`src/rtl/requant_pkg.sv`:
```
// requant_pkg: shared types and constants for the requantisation stage.
// Holds the FSM state enum, lane/width parameters, the rounding nudge and
// the per-lane clamp helper used by requant_stage.
package requant_pkg;

  localparam int LANES = 4;
  localparam int ACC_W = 32;
  localparam int OUT_W = 8;

  // Added before the >>31 so the high-multiply rounds half up.
  localparam logic signed [63:0] ROUND_NUDGE = 64'sd1 <<< 30;

  typedef enum logic [1:0] {
    ST_IDLE = 2'd0,
    ST_MUL  = 2'd1,
    ST_RND  = 2'd2,
    ST_DONE = 2'd3
  } state_e;

  // max(y, mn) followed by min(., mx). Written so only the surviving
  // 8-bit value is returned; when mn > mx the result collapses to mx.
  function automatic logic [OUT_W-1:0] clamp_lane(
    input logic signed [33:0]      y,
    input logic signed [OUT_W-1:0] mn,
    input logic signed [OUT_W-1:0] mx
  );
    logic [OUT_W-1:0] res;
    if (y < mn) begin
      res = (mn > mx) ? mx : mn;
    end else if (y > mx) begin
      res = mx;
    end else begin
      res = y[OUT_W-1:0];
    end
    return res;
  endfunction

endpackage

```
`src/rtl/requant_stage_srdhm.sv`:
```
// srdhm: saturating rounding doubling high multiply, purely combinational.
// Ports: a_i, b_i  signed 32-bit operands (accumulator, Q31 multiplier)
//        h_o       signed 32-bit floor((a*b + 2^30) / 2^31), saturated
module srdhm
  import requant_pkg::*;
(
  input  logic signed [ACC_W-1:0] a_i,
  input  logic signed [ACC_W-1:0] b_i,
  output logic signed [ACC_W-1:0] h_o
);

  logic signed [63:0] prod;
  logic signed [63:0] sum;
  logic               sat;
  logic               unused_sum_bits;

  // The one 32x32 signed multiplier in the stage.
  assign prod = a_i * b_i;

  // |prod| <= 2^62, so adding 2^30 cannot overflow 64 bits.
  assign sum = prod + ROUND_NUDGE;

  // Only -2^31 * -2^31 produces a quotient of 2^31, which does not fit.
  assign sat = (a_i == 32'sh8000_0000) && (b_i == 32'sh8000_0000);

  // An arithmetic >>31 is a floor division; bits [62:31] hold the result.
  assign h_o = sat ? 32'sh7FFF_FFFF : sum[62:31];

  assign unused_sum_bits = ^{sum[63], sum[30:0]};

endmodule

```
`src/rtl/requant_stage.sv`:
```
// requant_stage: requantises four int32 accumulators to packed int8 lanes.
// Ports: clk/reset (sync, active-high); in_valid/in_ready + acc0..3, mult,
//        shift, zero_pt, act_min, act_max in; out_valid/out_ready + out_data out.
module requant_stage
  import requant_pkg::*;
(
  input  logic                    clk,
  input  logic                    reset,
  input  logic                    in_valid,
  output logic                    in_ready,
  input  logic [ACC_W-1:0]        acc0,
  input  logic [ACC_W-1:0]        acc1,
  input  logic [ACC_W-1:0]        acc2,
  input  logic [ACC_W-1:0]        acc3,
  input  logic [ACC_W-1:0]        mult,
  input  logic [4:0]              shift,
  input  logic [OUT_W-1:0]        zero_pt,
  input  logic [OUT_W-1:0]        act_min,
  input  logic [OUT_W-1:0]        act_max,
  output logic                    out_valid,
  input  logic                    out_ready,
  output logic [LANES*OUT_W-1:0]  out_data
);

  state_e                  state_q;
  logic [1:0]              lane_q;
  logic                    in_ready_q;
  logic                    out_valid_q;
  logic [LANES*OUT_W-1:0]  out_data_q;

  // Operand set captured at acceptance; inputs are ignored afterwards.
  logic signed [ACC_W-1:0] acc_q [LANES];
  logic signed [ACC_W-1:0] mult_q;
  logic [4:0]              shift_q;
  logic signed [OUT_W-1:0] zp_q;
  logic signed [OUT_W-1:0] min_q;
  logic signed [OUT_W-1:0] max_q;

  // High-multiply result of the current lane, registered in MUL.
  logic signed [ACC_W-1:0] h_q;

  logic signed [ACC_W-1:0] mul_a;
  logic signed [ACC_W-1:0] h_d;
  logic signed [32:0]      h_ext;
  logic signed [32:0]      nudge;
  logic signed [32:0]      r;
  logic signed [33:0]      y;
  logic [OUT_W-1:0]        byte_d;

  // Lane mux feeding the shared multiplier.
  assign mul_a = acc_q[lane_q];

  srdhm u_srdhm (
    .a_i (mul_a),
    .b_i (mult_q),
    .h_o (h_d)
  );

  // Rounding right shift: 33 bits so h + 2^30 never wraps.
  assign h_ext = {h_q[ACC_W-1], h_q};

  always_comb begin
    nudge = '0;
    if (shift_q != 5'd0) begin
      nudge = 33'sd1 <<< (shift_q - 5'd1);
    end
  end

  assign r = (h_ext + nudge) >>> shift_q;

  // Zero-point add widened by one more bit, then clamped to the bounds.
  assign y      = {r[32], r} + {{26{zp_q[OUT_W-1]}}, zp_q};
  assign byte_d = clamp_lane(y, min_q, max_q);

  always_ff @(posedge clk) begin
    if (reset) begin
      state_q     <= ST_IDLE;
      lane_q      <= 2'd0;
      in_ready_q  <= 1'b1;
      out_valid_q <= 1'b0;
      out_data_q  <= '0;
      h_q         <= '0;
    end else begin
      case (state_q)
        ST_IDLE: begin
          if (in_valid) begin
            acc_q[0]   <= acc0;
            acc_q[1]   <= acc1;
            acc_q[2]   <= acc2;
            acc_q[3]   <= acc3;
            mult_q     <= mult;
            shift_q    <= shift;
            zp_q       <= zero_pt;
            min_q      <= act_min;
            max_q      <= act_max;
            lane_q     <= 2'd0;
            in_ready_q <= 1'b0;
            state_q    <= ST_MUL;
          end
        end
        ST_MUL: begin
          h_q     <= h_d;
          state_q <= ST_RND;
        end
        ST_RND: begin
          out_data_q[{lane_q, 3'b000} +: OUT_W] <= byte_d;
          if (lane_q == 2'd3) begin
            out_valid_q <= 1'b1;
            state_q     <= ST_DONE;
          end else begin
            lane_q  <= lane_q + 2'd1;
            state_q <= ST_MUL;
          end
        end
        ST_DONE: begin
          // Result held until the consumer takes it.
          if (out_ready) begin
            out_valid_q <= 1'b0;
            in_ready_q  <= 1'b1;
            state_q     <= ST_IDLE;
          end
        end
        default: begin
          state_q <= ST_IDLE;
        end
      endcase
    end
  end

  assign in_ready  = in_ready_q;
  assign out_valid = out_valid_q;
  assign out_data  = out_data_q;

endmodule
```
`config.mk`:
```
export PLATFORM = sky130hd
export DESIGN_NAME = requant_stage
export DESIGN_NICKNAME = d
export VERILOG_FILES = /design/src/rtl/requant_pkg.sv /design/src/rtl/requant_stage_srdhm.sv /design/src/rtl/requant_stage.sv
export SDC_FILE = /design/constraint.sdc
export NUM_CORES = 2
export LEC_CHECK = 0
export CAP_MARGIN = 10
export CORE_ASPECT_RATIO = 0.75
export CORE_MARGIN = 10
export CORE_UTILIZATION = 25
export CTS_CLUSTER_SIZE = 14
export DETAILED_ROUTE_END_ITERATION = 7
export GPL_TIMING_DRIVEN = 0
export SYNTH_ARGS = -nofsm -noshare
export SYNTH_HDL_FRONTEND = slang
export SYNTH_SLANG_ARGS = --single-unit
export TNS_END_PERCENT = 50
```
`constraint.sdc`:
```
create_clock -name clk -period 31.6 [get_ports clk]
set_input_delay 6.32 -clock clk [delete_from_list [all_inputs] [get_ports clk]]
set_output_delay 6.32 -clock clk [all_outputs]
set_load 0.1 [all_outputs]
```
Word level (Yosys, flattened, before mapping) --
Memories as Yosys holds them, arrays and structs flattened. A register that Yosys moved wholly into a read port is not among the register bits. Cells that the tools add are included.
Word-level totals: memories 1, word-level logic and storage cells 73, RAM bits 128, input port bits 193, output and inout port bits 34, flip-flop bits (word level) 131
Operators by class: eq/ne operators 10, multiplexer cells 25, multipliers 1, reductions and logical operators 11, shift operators 4, bitwise operators 1, add/subtract/negate cells 6, order comparisons 3
Memories:
- acc_q | depth 4, width 32, rd ports 1, clocked after memory_dff 1, write ports 4, line requant_stage.sv:32 | logic signed [ACC_W-1:0] acc_q [LANES];
Operators by type and width (count):
- 32-bit == test, second input constant | 2
- 63-bit by 32-bit adder with 63-bit output, second input constant | 1
- 32-bit by 32-bit multiplier with 63-bit output | 1
- 33-bit by 8-bit adder with 34-bit output | 1
- 34-bit by 8-bit greater-than comparator with 1-bit output | 1
- 34-bit by 8-bit less-than comparator with 1-bit output | 1
- 32-bit by 33-bit adder with 33-bit output | 1
- 33-bit 2-to-1 mux | 1
- 2-bit by 5-bit <<< shifter with 33-bit output, first input constant | 1
- 33-bit by 5-bit >>> shifter with 33-bit output | 1
- 32-bit bitwise mux | 1
- 32-bit 2-to-1 mux | 1
- 8-bit by 7-bit variable shift with 32-bit output, first input constant | 1
- 8-bit by 7-bit variable part select with 32-bit output | 1
- 8-bit 2-to-1 mux | 3
- 2-bit 2-to-1 mux | 7
- 3-bit AND reduction | 4
- 8-bit greater-than comparator | 1
- 1-bit 2-to-1 mux | 8
- 2-bit inequality test, second input constant | 4
- 2-bit case mux with 4 select lines | 1
- 5-bit negation with 7-bit output | 1
- 2-bit == test, second input constant | 3
- 2-bit nonzero test | 3
- 10 further kinds | 11

Longest topological paths before layout --
word-level depth 11, mapped depth 48, depth with buffers taken out 44

Hierarchy --
From an unflattened synthesis, not the netlist that was laid out.
Unflattened totals: cells, all modules 5481, area, all modules 52983.3 um2
Modules (own cells, without submodules):
- srdhm | cells an instance 3834, seq. area each 0.0 um2, times used 1, area an instance 35800.6 um2
- requant_stage | cells an instance 1647, seq. area each 7116.8 um2, times used 1, area an instance 17182.7 um2

Worst setup path after synthesis --
No wires, ideal clock.
kind input to register, start in reset, end mem acc_q[0][0] (enable), path buffers 1, required time 30.828 ns, stages on the path 2, arrival 15.267 ns, setup time 0.772 ns, slack 15.561 ns, cells stage by stage clkbuf_1 nor3_1
RTL lines:
- start: declaration | line requant_stage.sv:8 | input logic reset,
- end: declaration | line requant_stage.sv:32

Worst setup path after layout --
start reg shift_q[0], end reg out_data_q[25] (netlist: out_data[25])
Between the ends: longest elaborated chain between the ends 11, elaborated cells on any way between the ends 13, those cells by class add/sub: 3; order compare: 2; shift: 3; mux: 4; reduce/logical: 1
RTL lines:
- start: declaration | line requant_stage.sv:34 | logic [4:0] shift_q;
- start signal: assignment | line requant_stage.sv:92 | shift_q <= shift;
- 5-bit by 1-bit subtractor with 5-bit output | line requant_stage.sv:65 | nudge = 33'sd1 <<< (shift_q - 5'd1);
- 2-bit by 5-bit <<< shifter with 33-bit output | line requant_stage.sv:65
- 33-bit 2-to-1 mux | line requant_stage.sv:64 | if (shift_q != 5'd0) begin
- 32-bit by 33-bit adder with 33-bit output | line requant_stage.sv:69 | assign r = (h_ext + nudge) >>> shift_q;
- 33-bit by 5-bit >>> shifter with 33-bit output * | line requant_stage.sv:69
- 33-bit by 8-bit adder with 34-bit output * | line requant_stage.sv:72 | assign y = {r[32], r} + {{26{zp_q[OUT_W-1]}}, zp_q};
- 34-bit by 8-bit greater-than comparator with 1-bit output | line requant_pkg.sv:30 | end else if (y > mx) begin
- 8-bit 2-to-1 mux | line requant_pkg.sv:30
- 8-bit 2-to-1 mux * | line requant_pkg.sv:28 | if (y < mn) begin
- 8-bit by 7-bit variable part select with 32-bit output * | line requant_stage.sv:106 | out_data_q[{lane_q, 3'b000} +: OUT_W] <= byte_d;
- 32-bit bitwise mux * | line requant_stage.sv:106
- end signal: indexed assignment | line requant_stage.sv:106
- end: declaration | line requant_stage.sv:29 | logic [LANES*OUT_W-1:0] out_data_q;
Every way passes the cells marked *; elsewhere a longest branch is shown, timed or not. A chain may end at the register's enable or synchronous reset.

==> results.json <==
{
  "final-instance-count-excl-fill": 8281,
  "timing.final.setup_violations": 0,
  "drt_drc_violations_left": 0,
  "synth_top_area_cell": "sky130_fd_sc_hd__fa_1",
  "vias": 39250,
  "dominant_register_cell_in_the_synthesized_netlist": "sky130_fd_sc_hd__edfxtp_1",
  "syn-num-nets": 6886,
  "crit_path_start_kind": "flop",
  "setup_slack_after_layout_ns": 17.69,
  "num-fill-cells": 21210,
  "grt_max_degree": 30,
  "worst-r2r-cell-count": 41,
  "drv.max_cap_violation_count": 0,
  "post-cts-setup-buffers": 0,
  "crit_path_start": "shift_q[0]",
  "relative_slew_slack_pct": 11.36,
  "sequential_share_of_the_synthesized_area_pct": 14.04,
  "clk-insertion-delay-late_ns": 0.62,
  "placementRows": 143,
  "worst-endpoint-required_ns": 32.10,
  "detail_route.iter0.violations": 4057,
  "fin_crit_sh_pct": 44.01,
  "post_synthesis_area_per_instance_um2": 9.568,
  "finalHoldViolCount": 0,
  "critical_path.max_fanout": 10,
  "most_frequently_used_cell_type_in_the_post_synthesis_netlist": "sky130_fd_sc_hd__inv_1",
  "antenna_violating_nets_post_route": 0,
  "routed_wirelength_mm": 180.2,
  "worst-endpoint-arrival_ns": 14.41,
  "worst_min_delay_path_class": "flop to flop",
  "setup.worst_path.end": "out_data[25]",
  "dieArea_um2": 221300,
  "synth_commonest_cells": "sky130_fd_sc_hd__inv_1 (1170), sky130_fd_sc_hd__fa_1 (1075), sky130_fd_sc_hd__nand2_1 (880)",
  "post_drt_wl_per_cell_um": 21.76,
  "drt-vias-per-instance": 4.740,
  "status": "complete, no violations",
  "cts-buffers-inserted": 30,
  "postCtsResizedCells": 0,
  "die_w_um": 539.9,
  "mappedNetlistArea_um2": 50670,
  "dp.final_hpwl_mm": 153.2,
  "final_gp_congestion": 0.9953,
  "most_frequent_cp_cell": "sky130_fd_sc_hd__a21oi_1",
  "cts_root_buffer": "sky130_fd_sc_hd__clkbuf_16",
  "fp.dieH_um": 409.9,
  "setup-tns-final_ns": 0,
  "post_cts_hold_buffer_count": 0,
  "finish.utilization_pct": 28.47,
  "drive_above_1_share_pct": 2.698,
  "dp.cells": 8222,
  "layout_min_cycle_time_ns": 13.91,
  "tritoncts_num_sinks": 261,
  "ctsHtreeMaxLevel": 1,
  "cts.path.max_buffers": 3,
  "antenna_found_initial": 15,
  "vias_in_the_first_global_route": 41190,
  "slew_violations": 0,
  "rsz0062_at_grt": "no",
  "synthToLayoutAreaGrowth_pct": 13.50,
  "critical-path-max-stage-delay_ns": 0.84,
  "core-area_um2": 202000,
  "yosys_warnings": 0,
  "global_route_wire_length_before_repair_mm": 270.5,
  "portBuffers": 226,
  "count_of_flip_flops_with_a_built_in_enable_after_synthesis": 189,
  "drt_pass1_iterations": 6,
  "achievable-frequency_ghz": 0.07190,
  "synth_top_cell_area_share_pct": 42.47,
  "num-nets-final": 7164,
  "floorplan.initialDensity_pct": 25.09,
  "placement.setup.worst_slack_ns": 17.72,
  "overflow": 0,
  "rr_endpoint": "out_data[25]",
  "ys_seq_elements": 261,
  "setup.worst_path.end_class": "flop",
  "worst_hold_startpoint": "out_data[8]",
  "tritoncts_clock_tree": "built",
  "reg2reg_setup_slack_ns": 17.69,
  "design.portCount": 227,
  "grt_usage_pct": 16.10,
  "clk_pin_slew_ns": 0.06,
  "synth_cells": 5296,
  "tightestPinTransition_ns": 1.330,
  "worst_skew_ns": 0.02397,
  "synth-async-reset-ratio_pct": 0,
  "worst_r2r_startpoint": "shift_q[0]",
  "netlist_top_cells_area": "sky130_fd_sc_hd__fa_1 (42%), sky130_fd_sc_hd__edfxtp_1 (11%), sky130_fd_sc_hd__inv_1 (8.7%)",
  "netlist-cell-type-count": 84,
  "cpMaxStageDelayCell": "sky130_fd_sc_hd__a2111oi_0",
  "crit_type": "flop to flop"
}
-- layout make-up --
| class | count | area [um^2] | area share (%) |
|---|---|---|---|
| well taps | 2682 | 3356 | 5.835 |
| multi-input cells | 3608 | 38200 | 66.42 |
| flip-flops and latches | 261 | 7117 | 12.37 |
| repair buffers | 246 | 2494 | 4.336 |
| diodes | 2 | 5.005 | 0.008702 |
| clock buffers | 35 | 779.5 | 1.355 |
| clock inverters | 20 | 196.4 | 0.3416 |
| plain buffers | 254 | 962.2 | 1.673 |
| inverters | 1173 | 4403 | 7.656 |
-- placed cells by master (no fill, tap or decap), types with 31 or more instances in the layout --
cell,count
sky130_fd_sc_hd__a21o_1,68
sky130_fd_sc_hd__a21oi_1,148
sky130_fd_sc_hd__and2_1,239
sky130_fd_sc_hd__clkbuf_1,248
sky130_fd_sc_hd__clkdlybuf4s50_1,226
sky130_fd_sc_hd__dfxtp_1,72
sky130_fd_sc_hd__edfxtp_1,189
sky130_fd_sc_hd__fa_1,1075
sky130_fd_sc_hd__ha_1,322
sky130_fd_sc_hd__inv_1,1170
sky130_fd_sc_hd__mux2i_1,34
sky130_fd_sc_hd__mux4_2,41
sky130_fd_sc_hd__nand2_1,880
sky130_fd_sc_hd__nand2b_1,47
sky130_fd_sc_hd__nand4_1,31
sky130_fd_sc_hd__nor2_1,120
sky130_fd_sc_hd__nor3_1,34
sky130_fd_sc_hd__o21a_1,33
sky130_fd_sc_hd__o21ai_0,91
sky130_fd_sc_hd__o31ai_1,36
sky130_fd_sc_hd__xnor2_1,68
-- state kept, by name, indices dropped and copies added, names as in the netlist, named ones only --
name / count
out_valid: 1
min_q: 8
out_data: 32
state_q: 2
lane_q: 2
in_ready: 1
h_q: 32
acc_q: 128
shift_q: 5
zp_q: 8
max_q: 8
mult_q: 32
-- metal layers --
| metal | vias up | wire length [um] | GRT usage (%) | part of all wire (%) |
|---|---|---|---|---|
| met4 | 10 | 4884 | 3.647 | 2.7 |
| met5 | - | 72 | 0 | 0.040 |
| met1 | 20160 | 78810 | 23.07 | 44 |
| li1 | 16800 | - | - | - |
| met2 | 2031 | 72700 | 22.91 | 40 |
| met3 | 247 | 23710 | 5.962 | 13 |
-- stage by stage --
stage,instance area (um^2),hold WS (ns)
4_1_cts,57480,0.4555
3_3_place_gp,56290,0.4373
6_report,57510,0.4551
5_1_grt,57510,0.4695
2_1_floorplan,50670,0.4712
3_5_place_dp,56500,0.4415
-- critical path, delay by kind of cell (launching register included) --
kind	cells	cell delay, ns
AOI/OAI and AO/OA	19	5.53
xor gates and xnor gates	2	0.36
adders and majority gates	3	1.00
buffers and inverters	5	2.05
DFF	1	0.51
muxes	3	1.37
and+or+nand+nor	9	2.94
-- worst min-delay path by stage --
stage	endpoint	slack, ns	cells after the start
after detailed placement	out_data[29]	0.44	2
after CTS	out_data[29]	0.46	2
final	out_data[8]	0.46	2
after global placement	out_data[16]	0.44	2
after global routing	out_data[8]	0.47	2
after floorplan	h_q[0]	0.47	2
-- kinds of logic (layout without fill, tap and decap cells) --
logic type | Yosys count | after routing | share of synthesized area, %
flip-flops | 261 | 261 | 14.04
other | 1 | 3 | 0.007400
adder cells (fa/ha/maj) | 1397 | 1397 | 50.42
buffers and inverters | 1427 | 1728 | 10.59
XOR/XNOR | 96 | 96 | 1.659
AND/OR/NAND/NOR | 1477 | 1477 | 13.26
multiplexers | 90 | 90 | 2.827
AO/OA/AOI/OAI | 547 | 547 | 7.188
Power is left out: the tool's default activity adds up to more than one toggle a clock period on the data nets, which glitch-free logic cannot reach.
